<file path="config.mk">
export PLATFORM = sky130hd
export DESIGN_NAME = mainfsm
export DESIGN_NICKNAME = d
export VERILOG_FILES = /design/src/rtl/mainfsm_pkg.sv /design/src/rtl/mainfsm.sv
export SDC_FILE = /design/constraint.sdc
export NUM_CORES = 1
export LEC_CHECK = 0
export BUFFER_PORTS_ARGS = -buffer_cell sky130_fd_sc_hd__buf_4
export CAP_MARGIN = 0
export CELL_PAD_IN_SITES_DETAIL_PLACEMENT = 0
export CELL_PAD_IN_SITES_GLOBAL_PLACEMENT = 1
export CORE_ASPECT_RATIO = 1.1
export CORE_MARGIN = 3
export CORE_UTILIZATION = 23
export CTS_CLUSTER_DIAMETER = 30
export DETAILED_ROUTE_END_ITERATION = 7
export PLACE_DENSITY_LB_ADDON = 0.1
export SYNTH_ARGS = -nofsm -noshare
export SYNTH_HDL_FRONTEND = slang
export SYNTH_SLANG_ARGS = --single-unit
</file>
<file path="constraint.sdc">
create_clock -name clk -period 1.47 [get_ports clk]
set_input_delay 0.147 -clock clk [delete_from_list [all_inputs] [get_ports clk]]
set_output_delay 0.147 -clock clk [all_outputs]
set_load 0.05 [all_outputs]
</file>
<file path="src/rtl/mainfsm_pkg.sv">
// Shared processor definitions: controller state codes, opcode classes and
// datapath select codes used by the controller and the datapath.
package mainfsm_pkg;

  // Controller state encoding. Codes 11..15 are illegal and recover to fetch.
  typedef enum logic [3:0] {
    StFetch    = 4'd0,
    StDecode   = 4'd1,
    StMemAdr   = 4'd2,
    StMemRd    = 4'd3,
    StMemWb    = 4'd4,
    StMemWr    = 4'd5,
    StExecuteR = 4'd6,
    StExecuteI = 4'd7,
    StAluWb    = 4'd8,
    StBranch   = 4'd9,
    StUnknown  = 4'd10
  } state_e;

  // Instruction class, Instr[27:26].
  localparam logic [1:0] OpDataProc = 2'b00;
  localparam logic [1:0] OpMemory   = 2'b01;
  localparam logic [1:0] OpBranch   = 2'b10;
  localparam logic [1:0] OpUnknown  = 2'b11;

  // Bit positions inside Funct.
  localparam int unsigned FunctImmBit  = 5;
  localparam int unsigned FunctLoadBit = 0;

  // ALU operand B select.
  localparam logic [1:0] SrcBReg    = 2'b00;
  localparam logic [1:0] SrcBExtImm = 2'b01;
  localparam logic [1:0] SrcBFour   = 2'b10;

  // Result bus select.
  localparam logic [1:0] ResAluOut    = 2'b00;
  localparam logic [1:0] ResData      = 2'b01;
  localparam logic [1:0] ResAluResult = 2'b10;

  // Bundle of every controller output driven from the state.
  typedef struct packed {
    logic       ir_write;
    logic       next_pc;
    logic       adr_src;
    logic       alu_src_a;
    logic [1:0] alu_src_b;
    logic [1:0] result_src;
    logic       reg_w;
    logic       mem_w;
    logic       branch;
    logic       alu_op;
  } ctrl_t;

  localparam ctrl_t CtrlIdle = '0;

endpackage

</file>
<file path="src/rtl/mainfsm.sv">
// Multicycle main controller FSM. Moore machine: every output is a function
// of the state register only.
module mainfsm
  import mainfsm_pkg::*;
(
  input  logic       clk,
  input  logic       reset,
  input  logic [1:0] Op,
  input  logic [5:0] Funct,
  output logic       IRWrite,
  output logic       NextPC,
  output logic       AdrSrc,
  output logic       ALUSrcA,
  output logic [1:0] ALUSrcB,
  output logic [1:0] ResultSrc,
  output logic       RegW,
  output logic       MemW,
  output logic       Branch,
  output logic       ALUOp,
  output logic [3:0] state
);

  // Held as a raw code so illegal values are representable and recoverable.
  logic [3:0] state_q;
  logic [3:0] state_d;
  ctrl_t      ctrl;

  // Funct[4:1] carry ALU function bits consumed by the ALU decoder, not here.
  logic unused_funct;
  assign unused_funct = ^Funct[4:1];

  // State register with asynchronous reset into fetch.
  always_ff @(posedge clk or posedge reset) begin
    if (reset) begin
      state_q <= StFetch;
    end else begin
      state_q <= state_d;
    end
  end

  // Next-state logic; Op and Funct are only looked at in decode and memadr.
  always_comb begin
    state_d = StFetch;
    case (state_q)
      StFetch: state_d = StDecode;
      StDecode: begin
        case (Op)
          OpMemory:   state_d = StMemAdr;
          OpDataProc: state_d = Funct[FunctImmBit] ? StExecuteI : StExecuteR;
          OpBranch:   state_d = StBranch;
          default:    state_d = StUnknown;
        endcase
      end
      StMemAdr:   state_d = Funct[FunctLoadBit] ? StMemRd : StMemWr;
      StMemRd:    state_d = StMemWb;
      StExecuteR: state_d = StAluWb;
      StExecuteI: state_d = StAluWb;
      StMemWb:    state_d = StFetch;
      StMemWr:    state_d = StFetch;
      StAluWb:    state_d = StFetch;
      StBranch:   state_d = StFetch;
      StUnknown:  state_d = StFetch;
      default:    state_d = StFetch;
    endcase
  end

  // Output decode; unlisted fields stay at their idle value of zero.
  always_comb begin
    ctrl = CtrlIdle;
    case (state_q)
      StFetch: begin
        ctrl.ir_write   = 1'b1;
        ctrl.next_pc    = 1'b1;
        ctrl.adr_src    = 1'b0;
        ctrl.alu_src_a  = 1'b1;
        ctrl.alu_src_b  = SrcBFour;
        ctrl.result_src = ResAluResult;
      end
      StDecode: begin
        ctrl.alu_src_a  = 1'b1;
        ctrl.alu_src_b  = SrcBFour;
        ctrl.result_src = ResAluResult;
      end
      StMemAdr: begin
        ctrl.alu_src_a = 1'b0;
        ctrl.alu_src_b = SrcBExtImm;
      end
      StMemRd: begin
        ctrl.adr_src    = 1'b1;
        ctrl.result_src = ResAluOut;
      end
      StMemWb: begin
        ctrl.result_src = ResData;
        ctrl.reg_w      = 1'b1;
      end
      StMemWr: begin
        ctrl.adr_src = 1'b1;
        ctrl.mem_w   = 1'b1;
      end
      StExecuteR: begin
        ctrl.alu_src_b = SrcBReg;
        ctrl.alu_op    = 1'b1;
      end
      StExecuteI: begin
        ctrl.alu_src_b = SrcBExtImm;
        ctrl.alu_op    = 1'b1;
      end
      StAluWb: begin
        ctrl.result_src = ResAluOut;
        ctrl.reg_w      = 1'b1;
      end
      StBranch: begin
        ctrl.alu_src_b  = SrcBExtImm;
        ctrl.result_src = ResAluResult;
        ctrl.branch     = 1'b1;
      end
      default: ctrl = CtrlIdle;
    endcase
  end

  assign IRWrite   = ctrl.ir_write;
  assign NextPC    = ctrl.next_pc;
  assign AdrSrc    = ctrl.adr_src;
  assign ALUSrcA   = ctrl.alu_src_a;
  assign ALUSrcB   = ctrl.alu_src_b;
  assign ResultSrc = ctrl.result_src;
  assign RegW      = ctrl.reg_w;
  assign MemW      = ctrl.mem_w;
  assign Branch    = ctrl.branch;
  assign ALUOp     = ctrl.alu_op;
  assign state     = state_q;

endmodule
</file>
==> results.yml, run 1 <==
grt:
  grt_overflow_total: 0
  grt_max_degree: 11
  antenna_found_initial: 0
  grt_pass1_vias: 403
  use_met2_pct: 21.3
  grt_usage_pct: 11.2
  grt_pass1_wl_um: 1670
  met3_usage_pct: 3.56
  grt-busiest-layer: "met2"
  use_met1_pct: 12.5
status:
  failed_checks: "setup timing"
  status: "finished with violations"
setup_path:
  crit_required_ps: 1320
  critical_path.startpoint_type: "flip-flop"
  crit_chain: "or2_1 -> or3b_4 -> nand3_4 -> buf_8"
  cp_slowest_stage_delay_ps: 390
  critical_path.max_fanout: 2
  crit_type: "reg -> out"
  critPathCaptureType: "output pin"
  slowest_stage: "dfrtp_2"
  arrival_ps: 1490
timing:
  fin_crit_sh_pct: 111
  slew_viol_final: 0
  grt_setup_unrepaired: "yes"
  maxSlewHeadroom_pct: 86.8
  finalClockSkew_ps: 1.55
  worst_slack_ps: -166
  tightest_slew_ps: 199
  setup_viol: 4
  final_hold_viol_count: 0
  fmax_mhz: 611
  min_period_ps: 1640
route:
  drt_iter0_drc: 0
  route.detailed.drc: 0
  via_per_inst: 4.39
  num_vias: 395
  ant_nets: 0
  wl_per_cell_um: 10.6
  wl_um: 954
  drtPass1Iterations: 1
yosys:
  synth_cells: 43
  netlist-cell-type-count: 21
  synth_nets: 53
  ys_seq_elements: 4
  syn_area_um2: 335
  ys_seq_area_share_pct: 29.9
  avgSynthCellArea_um2: 7.80
  yosys_warnings: 0
placed_design:
  gp_congestion: 0.718
  port-buffer-count: 21
  place_inst: 81
min_path:
  hold_class: "in -> reg"
final_layout:
  largest_reg_flops: 4
  antenna_cells: 0
  final_common_cell: "buf_4"
  stdcell_count: 90
  nNetsFinal: 86
  drive_above_1_share_pct: 69.3
  layout_common_cells: "buf_4 (17), buf_6 (13)"
  areaGrowthSynthToFinish_pct: 120
clocking:
  clk_latency_ps: 230
  cts_buffers: 3
  cts-root-buf: "clkbuf_4"
  htreeDepth: 1
  clkSinkCount: 4
  cts_buffer_depth: 2
  cts_tree: "done"
  clk_pin_slew_ps: 40
floorplanning:
  die_area_um2: 1950
  core_area_um2: 1270
  pin_count: 26
  row_count: 13
  die-width_um: 42.4
  start_util_pct: 26.4
  die_y_um: 46.0
flow_run:
  drv_cap: 0
[timing repair]
action,in CTS,in global routing
hold endpoints to repair,4,0
hold buffers,1,0
endpoints found under the setup margin,8,12
buffers inserted,3,1
pin swaps,1,1
resized for setup,21,3
[stage by stage]
step	hold slack, ps	worst slack, ps	utilization, %	setup TNS [ps]	instance area, µm²
final	195	-166	58.1	-307	737
after detailed placement	46.0	14.9	45.8	0	581
after CTS	192	-175	56.6	-453	718
after global routing	218	-223	58.1	-861	737
after floorplan	-87.1	-415	-	-2920	397
after global placement	40.0	23.2	45.8	0	581
[worst max-delay path: cells and delay by family, from the launching register on]
family / cells / cell delay [ps]
buffers and inverters: 1 / 140
flip-flops: 1 / 390
AND/OR/NAND/NOR: 3 / 720
[cell usage after synthesis]
cell      number  area [µm²]
nor2_1         5        18.8
dfrtp_1        4         100
a21oi_1        3        15.0
inv_1          3        11.3
nand3b_1       3        22.5
nor3_1         3        15.0
buf_4          2        15.0
buf_6          2        22.5
nand2_1        2        7.51
nand2b_1       2        12.5
nor3b_1        2        15.0
o21ai_0        2        10.0
xnor2_1        2        17.5
a22oi_1        1        7.51
and3b_2        1        10.0
clkbuf_1       1        3.75
nand3_1        1        5.00
nor2b_1        1        6.26
o21ai_1        1        5.00
or2_1          1        6.26
or3b_1         1        8.76
[layer usage]
| layer | share of wire (%) | vias up |
|---|---|---|
| li1 | - | 205 |
| met1 | 39 | 178 |
| met2 | 56 | 12 |
| met3 | 5.2 | 0 |
| met4 | 0 | 0 |
| met5 | 0 | - |
[worst paths after layout]
| kind | start | endpoint | slack (ps) | cells after the start |
|---|---|---|---|---|
| max | state[3] | ALUSrcB[0] | -170 | 4 |
| min reg2reg | state[3] | state[3] | 590 | 2 |
| min in group asynchronous | reset | state[1] | 360 | 3 |
| max reg2reg | state[0] | state[2] | 370 | 4 |
| min | Op[0] | state[0] | 200 | 4 |
| max in group asynchronous | reset | state[0] | 940 | 3 |
[cell type report]
| class | instances | area (µm²) |
|---|---|---|
| Fill cell | 129 | 532 |
| Timing Repair Buffer | 33 | 314 |
| Multi-Input combinational cell | 31 | 259 |
| Sequential cell | 4 | 104 |
| Clock buffer | 4 | 26.3 |
| Tap cell | 15 | 18.8 |
| Inverter | 3 | 15.0 |
[cell families (layout without fill, tap and decap cells)]
kind of cell              after synthesis  in the layout  synth area share [%]
and+or+nand+nor                        22             22                  38.1
DFF                                     4              4                  29.9
buffers and inverters                   8             40                  15.7
xor gates and xnor gates                2              2                  5.22
AOI/OAI and AO/OA                       7              7                  11.2
Power of run 1 is left out: the tool's default activity adds up to more than one toggle a clock period on the data nets, which glitch-free logic cannot reach.
==> run 2, diff against run 1 <==
Settings changed: CORE_MARGIN 3 to default.
Clock period 1.47 ns to 1.6 ns, I/O delays scaled along.
==> run 2 against run 1 <==
The run still ends with setup timing left. Register-to-register slack improved by 150 ps. Count of clock-buffer cells in the layout is 1 lower. Flip-flop and latch count unchanged. Cell count is 4.4% lower. Routed wire length decreased by 2.0%. Global-route usage rose by 1.8 points. Non-clock buffer count shrank 4. Sequential share of layout area grew 2.3 points. Highest routed layer unchanged.
==> results.yml, run 2 (same netlist as run 1, synthesis figures left out) <==
timing:
  fmax_mhz: 611
  finalClockSkew_ps: 1.80
  grt_setup_unrepaired: "yes"
  tightest_slew_ps: 183
  min_period_ps: 1640
  worst_slack_ps: -35.5
  final_hold_viol_count: 0
  final.setup.tns_ps: -35.5
  setup_viol: 1
  maxSlewHeadroom_pct: 87.8
  slew_viol_final: 0
  fin_crit_sh_pct: 102
floorplanning:
  row_count: 14
  core_area_um2: 1370
  die-width_um: 38.4
  die_area_um2: 1610
  pin_count: 26
  die_y_um: 42.0
  start_util_pct: 24.5
grt:
  grt_overflow_total: 0
  antenna_found_initial: 0
  grt_pass1_wl_um: 1470
  grt_max_degree: 9
  grt_usage_pct: 13.0
  grt_pass1_vias: 329
route:
  num_vias: 387
  ant_nets: 0
  drtPass1Iterations: 4
  route.detailed.drc: 0
  drt_iter0_drc: 7
  via_per_inst: 4.50
  wl_um: 935
  wl_per_cell_um: 10.9
setup_path:
  critical_path.max_fanout: 2
  r2r_setup_slack_ps: 520
  crit_path_start: "state[3]"
  r2r-end: "state[2]"
  endpoint: "ALUSrcB[0]"
  crit_type: "reg -> out"
  r2r_cells: 4
  critical_path.startpoint_type: "flip-flop"
  crit_required_ps: 1440
  arrival_ps: 1480
  rr_startpoint: "state[0]"
  critPathCaptureType: "output pin"
placed_design:
  port-buffer-count: 21
  place_inst: 82
  dpl.hpwl_um: 668
  gp_congestion: 0.666
  place_area_um2: 577
flow_run:
  drv_cap: 0
status:
  status: "finished with violations"
  failed_checks: "setup timing"
final_layout:
  antenna_cells: 0
  stdcell_area_um2: 634
  final_common_cell: "buf_4"
  areaGrowthSynthToFinish_pct: 89.2
  stdcell_count: 86
  largest_reg_flops: 4
  nNetsFinal: 82
  drive_above_1_share_pct: 61.4
  layout_common_cells: "buf_4 (24), nor2_1 (5)"
clocking:
  clkSinkCount: 4
  cts_tree: "done"
  post_cts_buffers: 0
  cts-root-buf: "clkbuf_4"
  clk_pin_slew_ps: 40
  cts_buffer_depth: 2
  htreeDepth: 1
  clk_latency_ps: 230
  cts_buffers: 3
min_path:
  hold_class: "in -> reg"
run 2: layer usage:
metal	global-route usage [%]	vias to the layer above	wire [µm]
met5	0	-	0
met4	0	0	0
met3	6.38	0	64
met2	21.4	16	482
met1	16.3	176	389
li1	-	195	-
run 2: worst max-delay path: stages (launching register included):
cell and delay (ps):
dfrtp_2 380, or2_1 240, or3b_4 390, nand3_4 90, buf_8 140
run 2: final cells by class:
class / count / area, µm²
clock buffer: 3 / 22.5
timing repair buffer: 29 / 239
multi-input combinational: 31 / 238
sequential: 4 / 104
tap: 16 / 20.0
inverter: 3 / 11.3
fill: 145 / 732
run 2: worst min-delay path by stage:
stage | startpoint | end | depth (start not counted)
2_1_floorplan | reset | state[0] | 1
3_3_place_gp | reset | state[0] | 2
3_5_place_dp | reset | state[0] | 2
4_1_cts | Op[1] | state[3] | 3
5_1_grt | Op[1] | state[3] | 3
6_report | Op[0] | state[0] | 4
run 2: repair_timing:
action | CTS | global route
gates resized for setup | 4 | 4
endpoints found under the setup margin | 2 | 5
endpoints found under the hold margin | 4 | 0
pin swaps | 0 | 2
hold buffers | 1 | 0
run 2: metrics by stage:
stage               hold slack (ps)  worst slack, ps  utilization, %
floorplan                     -74.1             -298               -
global placement               53.2              148            42.2
detailed placement             55.6              152            42.2
CTS                             215            -43.3            45.5
global route                    223            -77.0            46.4
finish                          214            -35.5            46.4
Power of run 2 is left out for the same reason.
==> run 3, diff against run 2 <==
Settings changed: PLACE_DENSITY from default to 0.71, PLACE_DENSITY_LB_ADDON 0.1 to default.
==> run 3 against run 2 <==
The run still ends with setup timing left. Die area unchanged. First-iteration DRC count decreased by 57%. Register-to-register slack about the same. Critical endpoint unchanged. Utilization decreased by 0.55 points. Critical path depth unchanged.
==> results.yml, run 3 (same netlist as run 1, synthesis figures left out) <==
status:
  status: "finished with violations"
  failed_checks: "setup timing"
final_layout:
  areaGrowthSynthToFinish_pct: 86.9
  drive_above_1_share_pct: 60.0
  antenna_cells: 0
  layout_common_cells: "buf_4 (24), nor2_1 (5)"
  utilization_pct: 45.9
  nNetsFinal: 81
  largest_reg_flops: 4
  final_common_cell: "buf_4"
  n_fill_cell: 149
route:
  route.detailed.drc: 0
  drt_iter0_drc: 3
  num_vias: 363
  wl_um: 804
  ant_nets: 0
  via_per_inst: 4.22
  drtPass1Iterations: 3
  wl_per_cell_um: 9.35
grt:
  met3_usage_pct: 1.60
  antenna_found_initial: 0
  use_met1_pct: 14.6
  grt_pass1_wl_um: 1340
  grt-busiest-layer: "met2"
  grt_max_degree: 12
  grt_overflow_total: 0
  grt_pass1_vias: 345
  grt_usage_pct: 11.9
  use_met2_pct: 18.6
clocking:
  clk_latency_ps: 230
  clkSinkCount: 4
  clk_pin_slew_ps: 40
  htreeDepth: 1
  cts-root-buf: "clkbuf_4"
  cts_buffers: 3
  cts_tree: "done"
  cts_buffer_depth: 2
setup_path:
  crit_family: "simple AND/OR/NAND/NOR gates"
  crit_chain: "or2_1 -> or3b_4 -> nand3_4 -> buf_8"
  cp_slowest_stage_delay_ps: 390
  crit_type: "reg -> out"
  path_buf_inv: 1
  critPathCaptureType: "output pin"
  crit_required_ps: 1440
  critical_path.max_fanout: 2
  critical_path.startpoint_type: "flip-flop"
  slowest_stage: "or3b_4"
  arrival_ps: 1470
timing:
  grt_setup_unrepaired: "yes"
  finalClockSkew_ps: 3.65
  final_hold_viol_count: 0
  min_period_ps: 1630
  worst_slack_ps: -32.1
  slew_viol_final: 0
  tightest_slew_ps: 198
  whs_ps: 215
  fmax_mhz: 613
  final.setup.tns_ps: -32.1
  maxSlewHeadroom_pct: 86.8
  setup_viol: 1
  fin_crit_sh_pct: 102
floorplanning:
  die_area_um2: 1610
  start_util_pct: 24.5
  die-width_um: 38.4
  pin_count: 26
  die_y_um: 42.0
  core_area_um2: 1370
  row_count: 14
placed_design:
  dp_slack_ps: 151
  port-buffer-count: 21
  dpl.hpwl_um: 609
  gp_congestion: 0.681
flow_run:
  drv_cap: 0
min_path:
  hold_class: "in -> reg"
run 3: path summary, 6_finish.rpt:
kind | cells after the start | slack (ps) | from | end
max | 4 | -30 | state[3] | ALUSrcB[0]
min | 4 | 210 | Op[0] | state[0]
max reg2reg | 4 | 520 | state[0] | state[2]
min reg2reg | 2 | 570 | state[3] | state[3]
max in group asynchronous | 3 | 1070 | reset | state[0]
min in group asynchronous | 3 | 360 | reset | state[2]
run 3: repair_timing:
item	CTS	global route
setup buffers	0	0
endpoints found under the hold margin	4	0
gates cloned	0	0
setup endpoints to repair	1	5
hold buffers	1	0
pin swaps	0	1
resized for setup	3	4
run 3: per-stage QoR:
step                      instances  cell area [µm²]
after floorplan                  43              392
after global placement           81              569
after detailed placement         81              569
after CTS                        86              616
after global routing             86              627
final                            86              627
run 3: final cells by class:
| cell class | count | area (µm²) | share of cell area, % |
|---|---|---|---|
| multi-input cells | 31 | 238 | 37.9 |
| repair buffers | 28 | 228 | 36.3 |
| flip-flops and latches | 4 | 104 | 16.6 |
| clock buffers | 4 | 26.3 | 4.19 |
| well taps | 16 | 20.0 | 3.19 |
| inverters | 3 | 11.3 | 1.80 |
run 3: worst reg2reg max path, cell delays in order (launching register included):
cell and delay [ps]:
dfrtp_2 430, buf_4 160, nand2b_1 130, a22oi_1 190, nor2_1 60
run 3: metal layers:
metal	up-vias	share of wire [%]
li1	194	-
met4	0	0
met3	0	5.5
met1	157	44
met5	-	0
met2	12	51
Power of run 3 is left out for the same reason.
